File: config.mk
export PLATFORM = sky130hd
export DESIGN_NAME = sw_reg_rd
export DESIGN_NICKNAME = d
export VERILOG_FILES = /design/src/rtl/sw_reg_rd.sv
export SDC_FILE = /design/constraint.sdc
export NUM_CORES = 1
export LEC_CHECK = 0
export CORE_MARGIN = 2
export CORE_UTILIZATION = 40
export CTS_BUF_LIST = sky130_fd_sc_hd__clkbuf_4
export CTS_CLUSTER_DIAMETER = 30
export DETAILED_ROUTE_END_ITERATION = 6
export PLACE_DENSITY = 0.79
export SLEW_MARGIN = 0
export SYNTH_ARGS = -nofsm -noshare
export SYNTH_HDL_FRONTEND = slang
export SYNTH_SLANG_ARGS = --single-unit
export TNS_END_PERCENT = 10
File: constraint.sdc
create_clock -name wbs_clk_i -period 2.15 [get_ports wbs_clk_i]
set_clock_uncertainty 0.05 [all_clocks]
set_input_delay 0.43 -clock wbs_clk_i [delete_from_list [all_inputs] [get_ports wbs_clk_i]]
set_output_delay 0.43 -clock wbs_clk_i [all_outputs]
set_load 0.02 [all_outputs]
File: src/rtl/sw_reg_rd.sv
// Wishbone-readable software register. Fabric logic deposits a sample that the
// processor reads back. FRESH flags an unread sample. OVERFLOW and OVF_CNT record
// samples that were overwritten before anyone read them.
module sw_reg_rd #(
  parameter logic [31:0] C_BASEADDR   = 32'h0000_0000,
  parameter logic [31:0] C_HIGHADDR   = 32'h0000_FFFF,
  parameter int unsigned C_DATA_WIDTH = 32
) (
  input  logic                    wbs_clk_i,
  input  logic                    wbs_rst_i,
  input  logic                    wbs_cyc_i,
  input  logic                    wbs_stb_i,
  input  logic                    wbs_we_i,
  input  logic [3:0]              wbs_sel_i,
  input  logic [31:0]             wbs_adr_i,
  input  logic [31:0]             wbs_dat_i,
  output logic [31:0]             wbs_dat_o,
  output logic                    wbs_ack_o,
  output logic                    wbs_err_o,
  input  logic [C_DATA_WIDTH-1:0] fabric_data_in,
  input  logic                    fabric_data_valid,
  output logic                    fabric_fresh
);

  typedef enum logic [1:0] {
    RSP_IDLE,
    RSP_ACK,
    RSP_ERR
  } rsp_e;

  rsp_e        rsp_q, rsp_d;
  logic [31:0] dat_q, dat_d;
  logic [31:0] data_q, data_d;
  logic        fresh_q, fresh_d;
  logic        ovf_q, ovf_d;
  logic [15:0] cnt_q, cnt_d;
  logic        freeze_q, freeze_d;

  // Window checks use 33-bit differences. The borrow bit avoids comparisons that
  // collapse to constants when C_BASEADDR is 0 or C_HIGHADDR is all-ones.
  logic [32:0] lo_diff, hi_diff;
  logic [31:0] off;
  logic        hit, accept, mapped;
  logic        rd_data, ctrl_wr, capture;
  logic        unused_bits;

  assign lo_diff = {1'b0, wbs_adr_i} - {1'b0, C_BASEADDR};
  assign hi_diff = {1'b0, C_HIGHADDR} - {1'b0, wbs_adr_i};
  assign off     = lo_diff[31:0];
  assign hit     = wbs_cyc_i & wbs_stb_i & ~lo_diff[32] & ~hi_diff[32];
  assign accept  = hit & (rsp_q == RSP_IDLE);
  assign mapped  = (off[31:4] == 28'd0) && (off[3:2] != 2'b11);
  assign rd_data = accept & mapped & ~wbs_we_i & (off[3:2] == 2'b00);
  assign ctrl_wr = accept & mapped & wbs_we_i & (off[3:2] == 2'b10) & wbs_sel_i[0];
  assign capture = fabric_data_valid & ~freeze_q;

  assign unused_bits = ^{off[1:0], hi_diff[31:0], wbs_dat_i[31:2], wbs_sel_i[3:1]};

  // Register state, bus response and read-data holding register
  always_ff @(posedge wbs_clk_i) begin
    if (wbs_rst_i) begin
      rsp_q    <= RSP_IDLE;
      dat_q    <= '0;
      data_q   <= '0;
      fresh_q  <= 1'b0;
      ovf_q    <= 1'b0;
      cnt_q    <= '0;
      freeze_q <= 1'b0;
    end else begin
      rsp_q    <= rsp_d;
      dat_q    <= dat_d;
      data_q   <= data_d;
      fresh_q  <= fresh_d;
      ovf_q    <= ovf_d;
      cnt_q    <= cnt_d;
      freeze_q <= freeze_d;
    end
  end

  // Response selection, read mux, capture and status bookkeeping
  always_comb begin
    rsp_d    = RSP_IDLE;
    dat_d    = '0;
    data_d   = data_q;
    fresh_d  = fresh_q;
    ovf_d    = ovf_q;
    cnt_d    = cnt_q;
    freeze_d = freeze_q;

    if (accept) begin
      if (mapped) begin
        rsp_d = RSP_ACK;
        if (!wbs_we_i) begin
          unique case (off[3:2])
            2'b00:   dat_d = data_q;
            2'b01:   dat_d = {cnt_q, 14'd0, ovf_q, fresh_q};
            2'b10:   dat_d = {31'd0, freeze_q};
            default: dat_d = '0;
          endcase
        end
      end else begin
        rsp_d = RSP_ERR;
      end
    end

    if (ctrl_wr) begin
      freeze_d = wbs_dat_i[0];
    end

    // A capture in the same cycle as a DATA read leaves FRESH set. The reader
    // receives the previous sample, so the new one is still unread.
    if (capture) begin
      data_d  = 32'(fabric_data_in);
      fresh_d = 1'b1;
    end else if (rd_data) begin
      fresh_d = 1'b0;
    end

    if (ctrl_wr && wbs_dat_i[1]) begin
      ovf_d = 1'b0;
      cnt_d = '0;
    end else if (capture && fresh_q && !rd_data) begin
      ovf_d = 1'b1;
      if (cnt_q != 16'hFFFF) begin
        cnt_d = cnt_q + 16'd1;
      end
    end
  end

  assign wbs_ack_o    = (rsp_q == RSP_ACK);
  assign wbs_err_o    = (rsp_q == RSP_ERR);
  assign wbs_dat_o    = dat_q;
  assign fabric_fresh = fresh_q;

endmodule

==> impl_metrics.tcl, run 1 <==
set metrics [dict create \
    worstHoldStart "data_q[8]" \
    finalInstanceArea_um2 4950 \
    cts_root_buf "clkbuf_4" \
    drv_slew 0 \
    arrival_ps 2370 \
    post_cts_buffers 0 \
    clk_latency_ps 430 \
    grt_max_degree 29 \
    cts_hold_repair.buffers 0 \
    routedWlPerCell_um 14.2 \
    min_path_type "flop to flop" \
    grt_usage_pct 19.5 \
    syn_inst 378 \
    dieArea_um2 9190 \
    grt_pass1_wl_um 14000 \
    drive_gt1_share_pct 14.4 \
    rsz0062_at_grt "true" \
    synth_area_um2 3370 \
    max_freq_ghz 0.477 \
    drtIter0Drc 137 \
    synth_edf_count 0 \
    syn2layout_area_growth_pct 46.6 \
    period_minus_slack_ps 2100 \
    power_uw 2820 \
    startpoint_type "input port" \
    layoutNonFillerInstCount 619 \
    wl_um 8790 \
    hold_viol_final 0 \
    die_w_um 95.9 \
    post-route-period-util_pct 97.5 \
    grt_overflow_total 0 \
    antennaDiodeCount 0 \
    yosysUniqueCellTypes 42 \
    initial_core_util_pct 41.1 \
    path_clk_slew_ps 130 \
    hold_slack_ps 408 \
    gp_congestion 0.926 \
    rows 33 \
    grt_pass1_vias 3043 \
    dpl.hpwl_um 6610 \
    finalSetupViolations 0 \
    slew_headroom_pct 67.2 \
    synth.yosys.seq_area_share_pct 50.4 \
    synth_ff_type "dfxtp_1" \
    crit_fanout 5 \
    syn_area_per_cell_um2 8.93 \
    ys_ff_latch 85 \
    layout_commonest_cell "clkdlybuf4s50_1" \
    clock_path_buffers 2 \
    layout.nets 616 \
    worst_slew_pin_slew_ps 488 \
    status "finished clean" \
    drv_cap 0 \
    dr.pass1.iters 5 \
    die_y_um 95.9 \
    postRouteAntennaNets 0 \
    port_buffers 105 \
    end_kind "flop" \
    ir_drop_v 0.000234 \
    n_fill_cell 717 \
    final_core_util_pct 60.2 \
    synth-async-reset-ratio_pct 0 \
    cts_tree "done" \
    yosys_warnings 0 \
    synth_nets 485 \
    worstSetupPathType "input port to flop" \
    vias 3211 \
    drt-vias-per-instance 5.19 \
    dpl_cell_area_um2 4780 \
    crit_required_ps 2420 \
    p_per_area_nw_per_um2 569 \
    leakage_uw 0.00181 \
    clock-sinks 85 \
    core-area_um2 8220 \
    ctsHtreeMaxLevel 3 \
    dp_cells 603 \
    r2r_start "cnt_q[9]" \
    final_cell_mix "clkdlybuf4s50_1, dfxtp_1, nand2_1" \
    crit_start "wbs_adr_i[13]" \
    drc 0 \
    cts_inserted_buffers 9 \
    ioPinCount 141 \
    antenna_found_initial 0 \
]
[repair_timing]
item,4_1_cts,5_1_grt
endpoints found under the setup margin,1,18
hold endpoints to repair,0,0
pin swaps,0,1
gates resized for setup,1,8
[logic make-up (layout without fill, tap and decap cells)]
| logic type | Yosys count | after routing | synth area share [%] |
|---|---|---|---|
| muxes | 18 | 18 | 5.34 |
| and+or+nand+nor | 177 | 177 | 28.1 |
| buffers and inverters | 26 | 162 | 3.52 |
| adders and majority gates | 1 | 1 | 0.371 |
| DFF | 85 | 85 | 50.4 |
| AOI/OAI and AO/OA | 71 | 71 | 12.2 |
[sequential cells by signal (all words and copies together) (netlist names)]
name and count:
data_q 32, rsp_q 2, cnt_q 16, ovf_q 1
fabric_fresh 1, wbs_dat_o 32, freeze_q 1
[metal layers]
| layer | GRT usage (%) | wire length, um | vias to the layer above | share of wire, % |
|---|---|---|---|---|
| met4 | 8.21 | 170 | 0 | 1.9 |
| met2 | 34.0 | 4350 | 116 | 49 |
| met1 | 24.1 | 3720 | 1496 | 42 |
| met5 | 0 | 0 | - | 0 |
| li1 | - | - | 1585 | - |
| met3 | 2.74 | 551 | 14 | 6.3 |
[power breakdown]
group	switching (uW)	internal [uW]
clock network	535	346
registers	20.0	1610
logic	122	182
[stage by stage]
step                worst slack, ps  setup TNS, ps
floorplan                       116              0
global placement               -351         -16580
detailed placement             -398         -17220
CTS                            59.6              0
global route                  -40.8           -181
finish                         54.3              0
[final timing paths]
kind / endpoint / slack (ps) / depth (start not counted)
max reg2reg: cnt_q[15] / 130 / 5
max: fabric_fresh / 50 / 6
min: data_q[8] / 410 / 2
min reg2reg: data_q[8] / 410 / 2
[area by class of cell]
class                           instances  area, um^2  area share (%)
Timing Repair Buffer                  143        1380            27.8
Clock inverter                          7        66.3            1.34
Multi-Input combinational cell        267        1590            32.1
Clock buffer                            9        67.6            1.37
Tap cell                              105         131            2.65
Inverter                                3        11.3           0.228
Sequential cell                        85        1710            34.5
[worst max-delay path, stage by stage]
cell             delay [ps]
clkdlybuf4s50_1         400
nor4_1                  330
nand4_2                 220
or4_1                   700
a21oi_1                 230
nor2_1                   60
[cells in the mapped netlist, types with 5 or more instances]
master	count	area, um^2
dfxtp_1	85	1700
nand2_1	71	267
a21oi_1	50	250
nor2_1	23	86.3
mux2i_1	18	180
and2_1	14	87.6
nand3_1	13	65.1
or4_1	11	82.6
o31ai_1	9	67.6
clkbuf_1	8	30.0
buf_1	7	26.3
nor4_1	6	37.5
buf_2	5	25.0
nor3_1	5	25.0
or3_1	5	31.3
(Power assumes the default switching activity.)
==> run 2, diff against run 1 <==
- ABC_CLOCK_PERIOD_IN_PS: default -> 2150
==> results of run 2 <==
Same layout as run 1: the final DEF is identical, and so are final timing and power.
